$ cat src/rtl/cv32e40p_x_result_wb.sv
// -----------------------------------------------------------------------------
// cv32e40p_x_result_wb
//
// Writeback stage for the x-interface result channel. Accepted coprocessor
// results go into a small circular FIFO. The head entry is written into the
// register file whenever the core pipeline leaves the shared write port free.
// Every register-file write also sends a one-cycle scoreboard-clear to the
// dispatcher. Dependent instructions are released in the same cycle the data
// lands.
//
// Parameters
//   DEPTH               number of buffered results (>= 1, any value)
//
// Ports
//   clk_i, rst_ni       clock, asynchronous active-low reset
//   x_result_*_i        coprocessor result channel (valid/ready handshake)
//   x_result_ready_o    a result can be accepted this cycle
//   core_wb_we_i        core owns the register-file port this cycle (priority)
//   rf_we_o/waddr/wdata register-file write port
//   sb_clr_valid_o/addr scoreboard clear, mirrors the register-file write
//   x_wb_id_o           id of the head entry (the one being written)
//   x_result_pending_o  FIFO is non-empty
//
// Handshake: a result transfers on a rising edge when x_result_valid_i and
// x_result_ready_o are both high. Ready depends only on registered state, so
// it never waits on valid. A full FIFO does not accept a result in the same
// cycle as a pop. A transferred result with we=0 or rd=x0 is acknowledged and
// dropped.
// -----------------------------------------------------------------------------
module cv32e40p_x_result_wb #(
  parameter int unsigned DEPTH = 2
) (
  input  logic        clk_i,
  input  logic        rst_ni,
  input  logic        x_result_valid_i,
  output logic        x_result_ready_o,
  input  logic [3:0]  x_result_id_i,
  input  logic [31:0] x_result_data_i,
  input  logic [4:0]  x_result_rd_i,
  input  logic        x_result_we_i,
  input  logic        core_wb_we_i,
  output logic        rf_we_o,
  output logic [4:0]  rf_waddr_o,
  output logic [31:0] rf_wdata_o,
  output logic        sb_clr_valid_o,
  output logic [4:0]  sb_clr_addr_o,
  output logic [3:0]  x_wb_id_o,
  output logic        x_result_pending_o
);

  localparam int unsigned CW = $clog2(DEPTH + 1);
  localparam int unsigned PW = (DEPTH > 1) ? $clog2(DEPTH) : 1;

  logic [3:0]    id_q   [DEPTH];
  logic [4:0]    rd_q   [DEPTH];
  logic [31:0]   data_q [DEPTH];

  logic [PW-1:0] rd_ptr_q, rd_ptr_d;
  logic [PW-1:0] wr_ptr_q, wr_ptr_d;
  logic [CW-1:0] count_q, count_d;

  logic          pending;
  logic          full;
  logic          handshake;
  logic          push;
  logic          pop;

  assign pending   = (count_q != '0);
  assign full      = (count_q == CW'(DEPTH));
  assign handshake = x_result_valid_i & ~full;
  // Results with no architectural destination are acknowledged but never stored.
  assign push      = handshake & x_result_we_i & (x_result_rd_i != 5'd0);
  // The core's own writeback wins the shared port; the head simply waits.
  assign pop       = pending & ~core_wb_we_i;

  // Pointers wrap explicitly, so DEPTH does not need to be a power of two.
  always_comb begin
    rd_ptr_d = rd_ptr_q;
    wr_ptr_d = wr_ptr_q;
    count_d  = count_q;
    if (pop) begin
      rd_ptr_d = (rd_ptr_q == PW'(DEPTH - 1)) ? '0 : rd_ptr_q + PW'(1);
    end
    if (push) begin
      wr_ptr_d = (wr_ptr_q == PW'(DEPTH - 1)) ? '0 : wr_ptr_q + PW'(1);
    end
    case ({push, pop})
      2'b10:   count_d = count_q + CW'(1);
      2'b01:   count_d = count_q - CW'(1);
      default: count_d = count_q;
    endcase
  end

  always_ff @(posedge clk_i or negedge rst_ni) begin
    if (!rst_ni) begin
      rd_ptr_q <= '0;
      wr_ptr_q <= '0;
      count_q  <= '0;
    end else begin
      rd_ptr_q <= rd_ptr_d;
      wr_ptr_q <= wr_ptr_d;
      count_q  <= count_d;
    end
  end

  // Storage is reset so the head outputs are never X, even when empty.
  always_ff @(posedge clk_i or negedge rst_ni) begin
    if (!rst_ni) begin
      for (int i = 0; i < DEPTH; i++) begin
        id_q[i]   <= '0;
        rd_q[i]   <= '0;
        data_q[i] <= '0;
      end
    end else if (push) begin
      id_q[wr_ptr_q]   <= x_result_id_i;
      rd_q[wr_ptr_q]   <= x_result_rd_i;
      data_q[wr_ptr_q] <= x_result_data_i;
    end
  end

  assign x_result_ready_o   = ~full;
  assign x_result_pending_o = pending;

  assign rf_we_o            = pop;
  assign rf_waddr_o         = rd_q[rd_ptr_q];
  assign rf_wdata_o         = data_q[rd_ptr_q];
  assign x_wb_id_o          = id_q[rd_ptr_q];

  assign sb_clr_valid_o     = pop;
  assign sb_clr_addr_o      = rd_q[rd_ptr_q];

endmodule

$ cat config.mk
export PLATFORM = sky130hd
export DESIGN_NAME = cv32e40p_x_result_wb
export DESIGN_NICKNAME = d
export VERILOG_FILES = /design/src/rtl/cv32e40p_x_result_wb.sv
export SDC_FILE = /design/constraint.sdc
export NUM_CORES = 1
export LEC_CHECK = 0
export ABC_AREA = 1
export BUFFER_PORTS_ARGS = -buffer_cell sky130_fd_sc_hd__buf_2
export CAP_MARGIN = 20
export CORE_UTILIZATION = 55
export DETAILED_ROUTE_END_ITERATION = 16
export PLACE_DENSITY_LB_ADDON = 0.08
export SLEW_MARGIN = 5
export SYNTH_ARGS = -nofsm -noshare
export SYNTH_HDL_FRONTEND = slang
export SYNTH_SLANG_ARGS = --single-unit
$ cat constraint.sdc
create_clock -name clk_i -period 3.15 [get_ports clk_i]
set_clock_uncertainty 0.05 [all_clocks]
set_input_delay 0.945 -clock clk_i [delete_from_list [all_inputs] [get_ports clk_i]]
set_output_delay 0.945 -clock clk_i [all_outputs]
set_load 0.05 [all_outputs]
==> results of run 1 <==
[cell usage after synthesis]
cell / instances / area share
a21oi_1: 1 / 0.0012
a21oi_2: 1 / 0.0021
buf_2: 18 / 0.022
buf_4: 14 / 0.025
clkbuf_1: 18 / 0.016
clkinv_1: 2 / 0.0018
dfrtp_1: 86 / 0.52
ha_1: 1 / 0.0030
inv_1: 3 / 0.0027
inv_2: 1 / 0.00091
nand2_1: 295 / 0.27
nand3_1: 2 / 0.0024
nand3b_1: 1 / 0.0018
nand4_1: 82 / 0.12
nor2_1: 2 / 0.0018
or2_2: 1 / 0.0015
xnor2_1: 1 / 0.0021
xor2_1: 2 / 0.0042
[worst paths after layout]
check | from | to | slack, ns | cells past startpoint
min in group asynchronous | rst_ni | rd_q[6]$_DFFE_PN0P_ | 0.63 | 1
min | id_q[0]$_DFFE_PN0P_ | id_q[0]$_DFFE_PN0P_ | 0.43 | 2
max | rd_ptr_q$_DFFE_PN0P_ | rf_wdata_o[10] | 0.32 | 5
min reg2reg | id_q[0]$_DFFE_PN0P_ | id_q[0]$_DFFE_PN0P_ | 0.43 | 2
max in group asynchronous | rst_ni | data_q[13]$_DFFE_PN0P_ | 1.69 | 2
max reg2reg | wr_ptr_q$_DFFE_PN0N_ | id_q[1]$_DFFE_PN0P_ | 1.12 | 4
[metal layers]
metal / vias to the layer above / global-route usage / part of all wire
li1: 1863 / - / -
met1: 1782 / 0.365 / 0.44
met2: 103 / 0.461 / 0.49
met3: 13 / 0.0466 / 0.055
met4: 0 / 0.117 / 0.016
met5: - / 0 / 0
[worst max-delay path, cell delays in order (launching register included)]
cell	delay (ns)
dfrtp_1	0.36
clkinv_1	0.42
buf_12	0.35
nand2_1	0.07
nand2_1	0.07
buf_2	0.21
[area by class of cell]
cell class	instances	area, µm²	share of cell area
clock buffers	12	145	0.0300
clock inverters	4	70.1	0.0145
inverters	6	22.5	0.00465
multi-input cells	389	1720	0.356
flip-flops and latches	86	2150	0.445
well taps	99	124	0.0256
repair buffers	107	606	0.125
[registers in the layout, indices dropped and copies added, names as in the netlist]
| name | cells |
|---|---|
| rd_q | 10 |
| count_q | 2 |
| id_q | 8 |
| rd_ptr_q | 1 |
| wr_ptr_q | 1 |
| data_q | 64 |
[through the flow]
step                      total power, W  setup WS [ns]  area (µm²)  hold slack, ns  utilization
after floorplan                  0.00463          0.450        4140           0.392            -
after global placement           0.00535          0.660        4630           0.404        0.638
after detailed placement         0.00541          0.639        4630           0.408        0.638
after CTS                        0.00626          0.289        4840           0.428        0.667
after global routing             0.00666          0.164        4840           0.434        0.667
final                            0.00622          0.323        4840           0.425        0.667
[kinds of logic (layout without fill, tap and decap cells)]
logic type | count (synthesis) | in the layout | share of synthesized area
buf+inv | 56 | 129 | 0.0689
flops | 86 | 86 | 0.520
fa+ha+maj | 1 | 1 | 0.00302
compound gates | 2 | 2 | 0.00332
simple gates | 383 | 383 | 0.399
xor+xnor | 3 | 3 | 0.00635
[power by group through the flow]
stage	clock network, W	logic, W	registers [W]
floorplan	0	0.00279	0.00184
global placement	0	0.00343	0.00192
detailed placement	0	0.00347	0.00194
CTS	0.000861	0.00348	0.00192
global route	0.000903	0.00377	0.00198
finish	0.000841	0.00345	0.00193
==> qor.txt, run 1 <==
outcome: complete, no violations
CTS clock-pin slew for the worst setup and hold paths: 0.08 ns
CP Max Fanout: 28
Core Rows: 31
Worst Max-Slew Pin Slew: 0.842 ns
Comb power frac: 0.555
final non-filler cell total: 703
Pint: 0.00288 W
Lkg Pwr: 2.77 nW
total routed wirelength: 10200 µm
PostCTS Resize Cnt: 0
largest net degree at the start of global routing: 67
die height: 88.8 µm
synthesized instance count: 531
Clk Tree Root Cell: clkbuf_8
switching portion of total power: 0.538
CP startpoint kind: flip-flop
Peak Freq: 354 MHz
Bufs on Longest Clock Path: 2
CTS tree: done
first-pass GRT wire length: 16600 µm
post-synth design cell area: 0.00414 mm²
Critical Path RT: 2.15 ns
initial core utilization: 0.571
Tcrit/Tclk final: 0.898
DRC: 0
CTS buffer count: 9
Period minus WS final: 2.83 ns
Clk pwr share: 0.135
GR Overflow Total: 0
n_diodes: 0
Worst IR Drop VDD: 0.000630 V
DR WL/cell: 14.5 µm
Layout Area Growth over Synthesis: 16.9%
final net count: 646
GPL Wtd Cong: 0.743
Vias per Instance: 5.35
GRT Overall Usage: 0.279
Die Area: 0.00788 mm²
min-delay worst type: reg -> reg
clk sinks: 86
most common cell after layout, fill and taps aside: nand2_1
layout cells sized above 1: 0.209
DP Cell Count: 687
DR iter-0 viols: 196
register area share after synthesis: 0.520
Core Box Area: 0.00725 mm²
clock latency at the later pin of the worst-skew pair: 0.35 ns
synth unique cells: 18
via count: 3761
IO Port Bufs: 95
width of the chip: 88.8 µm
drt pass-1 iters: 5
final hold viol count: 0
syn avg cell area: 7.80 µm²
sequential share of power: 0.310
final-report max-slew violation count: 0
RSZ-0062 raised after global routing: false
flip-flop and latch count after synthesis: 86
Worst Path Arrival: 1.83 ns
syn_nets: 578
# Post-CTS Setup Buffers: 0
Pwr per Cell Area: 1290 mW/mm²
most frequent cells in the layout: nand2_1, buf_2, dfrtp_1, nand4_1
initial antenna violation count: 0
Post-CTS Hold Buffers: 0
MaxCap Viol Count: 0
fillcell total: 654
crit path kind: reg -> out
CP endpoint kind: output port
CTS H-tree depth: 3
remaining antenna violation count: 0
vias in the first global route: 3501
Detailed Place HPWL: 6040 µm
Final TNS setup: 0 ns
Warnings, synthesis: 0
count of final setup violators: 0
NetSw: 0.00334 W
relative slew slack: 0.438
IO Pins: 96
Note: power is estimated with default switching activity, not from simulation.
==> inputs of run 2 (changes only) <==
--- a/config.mk
+++ b/config.mk
@@ -10,7 +10,7 @@
 export CAP_MARGIN = 20
 export CORE_UTILIZATION = 55
 export DETAILED_ROUTE_END_ITERATION = 16
-export PLACE_DENSITY_LB_ADDON = 0.08
+export PLACE_DENSITY_LB_ADDON = 0.2
 export SLEW_MARGIN = 5
 export SYNTH_ARGS = -nofsm -noshare
 export SYNTH_HDL_FRONTEND = slang
==> qor.txt, run 2 (same netlist as run 1, synthesis figures left out) <==
CP endpoint kind: output port (unchanged)
max reg flops: 64 (unchanged)
Clk Tree Root Cell: clkbuf_8 (unchanged)
Post-CTS Hold Buffers: 0 (unchanged)
ordered cell list for the critical path: clkinv_1, buf_12, nand2_1, nand2_1, buf_2 (unchanged)
total routed wirelength: 10000 µm (was 10200 µm)
Worst IR Drop VDD: 0.000805 V (was 0.000630 V)
first-pass GRT wire length: 16000 µm (was 16600 µm)
Top reg by flops: data_q (unchanged)
most frequent cell on the critical path: nand2_1 (unchanged)
Vias per Instance: 5.31 (was 5.35)
CTS tree: done (unchanged)
Critical Path RT: 2.15 ns (about the same)
PostCTS Resize Cnt: 0 (unchanged)
IO Port Bufs: 95 (unchanged)
remaining antenna violation count: 0 (unchanged)
Peak Freq: 358 MHz (was 354 MHz)
CTS buffer count: 9 (unchanged)
CTS H-tree depth: 3 (unchanged)
relative slew slack: 0.449 (was 0.438)
drt pass-1 iters: 4 (was 5)
most frequent cells in the layout: nand2_1, buf_2, dfrtp_1, nand4_1, buf_4 (was nand2_1, buf_2, dfrtp_1, nand4_1)
most common cell after layout, fill and taps aside: nand2_1 (unchanged)
DP Cell Count: 689 (was 687)
Core Rows: 31 (unchanged)
n_diodes: 0 (unchanged)
via count: 3739 (was 3761)
Final TNS setup: 0 ns (unchanged)
clock latency at the later pin of the worst-skew pair: 0.35 ns (about the same)
final-report max-slew violation count: 0 (unchanged)
Die Area: 0.00788 mm² (unchanged)
CTS clock-pin slew for the worst setup and hold paths: 0.08 ns (about the same)
width of the chip: 88.8 µm (unchanged)
GR Overflow Total: 0 (unchanged)
Period minus WS final: 2.79 ns (was 2.83 ns)
Bufs on Longest Clock Path: 2 (unchanged)
CP startpoint kind: flip-flop (unchanged)
GRT Overall Usage: 0.268 (was 0.279)
MaxCap Viol Count: 0 (unchanged)
Worst Path Arrival: 1.80 ns (was 1.83 ns)
count of final setup violators: 0 (unchanged)
final non-filler cell total: 704 (was 703)
DR iter-0 viols: 227 (was 196)
DRC: 0 (unchanged)
die height: 88.8 µm (unchanged)
Detailed Place HPWL: 6000 µm (was 6040 µm)
outcome: complete, no violations (unchanged)
Multi-input gate area: 0.00172 mm² (unchanged)
min-delay worst type: reg -> reg (unchanged)
GPL Wtd Cong: 0.801 (was 0.743)
Pwr per Cell Area: 1280 mW/mm² (was 1290 mW/mm²)
crit path kind: reg -> out (unchanged)
Sequential Area: 0.00215 mm² (unchanged)
CP max stage delay: 0.37 ns (was 0.42 ns)
Lkg Pwr: 2.76 nW (was 2.77 nW)
Core Box Area: 0.00725 mm² (unchanged)
initial core utilization: 0.571 (unchanged)
RSZ-0062 raised after global routing: false (unchanged)
IO Pins: 96 (unchanged)
Worst Max-Slew Pin Slew: 0.826 ns (was 0.842 ns)
largest net degree at the start of global routing: 66 (was 67)
fillcell total: 682 (was 654)
Finished Cell Area: 0.00482 mm² (was 0.00484 mm²)
clk sinks: 86 (unchanged)
layout cells sized above 1: 0.213 (was 0.209)
Tot Pwr: 0.00614 W (was 0.00622 W)
final hold viol count: 0 (unchanged)
DR WL/cell: 14.3 µm (was 14.5 µm)
vias in the first global route: 3398 (was 3501)
CP Max Fanout: 32 (was 28)
Largest regs: data_q: 64 flops, rd_q: 10 flops, id_q: 8 flops (unchanged)
initial antenna violation count: 0 (unchanged)
final net count: 648 (was 646)
Layout Area Growth over Synthesis: 16.3% (was 16.9%)
worst hold slack: 0.421 ns (was 0.425 ns)
Tcrit/Tclk final: 0.886 (was 0.898)
# Post-CTS Setup Buffers: 0 (unchanged)
Crit-path slowest cell: dfrtp_1 (was clkinv_1)
placed inst area: 0.00463 mm² (about the same)
==> run 2: changes by cell type in the layout (fill, tap and decap cells not counted), sizes merged <==
cell and change:
buf +2, clkinv +2, clkbuf -2, bufinv -1
==> run 2: critical path, delay by kind of cell, from the launching register on <==
| kind | cells | cell delay [ns] |
|---|---|---|
| and+or+nand+nor | 2 | 0.15 |
| buffers and inverters | 3 | 0.91 |
| DFF | 1 | 0.37 |
==> run 2: worst paths after layout <==
check                      slack [ns]              startpoint                     end  cells past startpoint
setup / recovery                 0.36    rd_ptr_q$_DFFE_PN0P_          rf_wdata_o[10]                      5
hold / removal                   0.42  data_q[10]$_DFFE_PN0P_  data_q[10]$_DFFE_PN0P_                      2
setup reg to reg                 1.01    wr_ptr_q$_DFFE_PN0N_  data_q[35]$_DFFE_PN0P_                      6
hold reg to reg                  0.42  data_q[10]$_DFFE_PN0P_  data_q[10]$_DFFE_PN0P_                      2
max in group asynchronous        1.72                  rst_ni  data_q[40]$_DFFE_PN0P_                      2
min in group asynchronous        0.63                  rst_ni     id_q[6]$_DFFE_PN0P_                      1
==> run 2: power breakdown <==
group          switching [W]  internal (W)
clock network       0.000381      0.000379
registers           0.000271       0.00162
logic                0.00269      0.000800
total                0.00335       0.00279
==> run 2: stage by stage <==
step	utilization	setup slack, ns
floorplan	-	0.450
global placement	0.638	0.556
detailed placement	0.638	0.504
CTS	0.664	0.376
global route	0.664	0.262
finish	0.664	0.360
==> run 2: per-layer routing <==
| metal | GRT usage | up-vias | wire length (µm) |
|---|---|---|---|
| li1 | - | 1859 | - |
| met1 | 0.351 | 1731 | 4390 |
| met2 | 0.441 | 136 | 4870 |
| met3 | 0.0588 | 13 | 671 |
| met4 | 0.0938 | 0 | 114 |
| met5 | 0 | - | 0 |
==> run 2: layout make-up <==
type | instances | area share
Sequential cell | 86 | 0.447
Multi-Input combinational cell | 389 | 0.357
Timing Repair Buffer | 109 | 0.126
Clock buffer | 10 | 0.0286
Tap cell | 99 | 0.0257
Clock inverter | 5 | 0.0104
Inverter | 6 | 0.00468
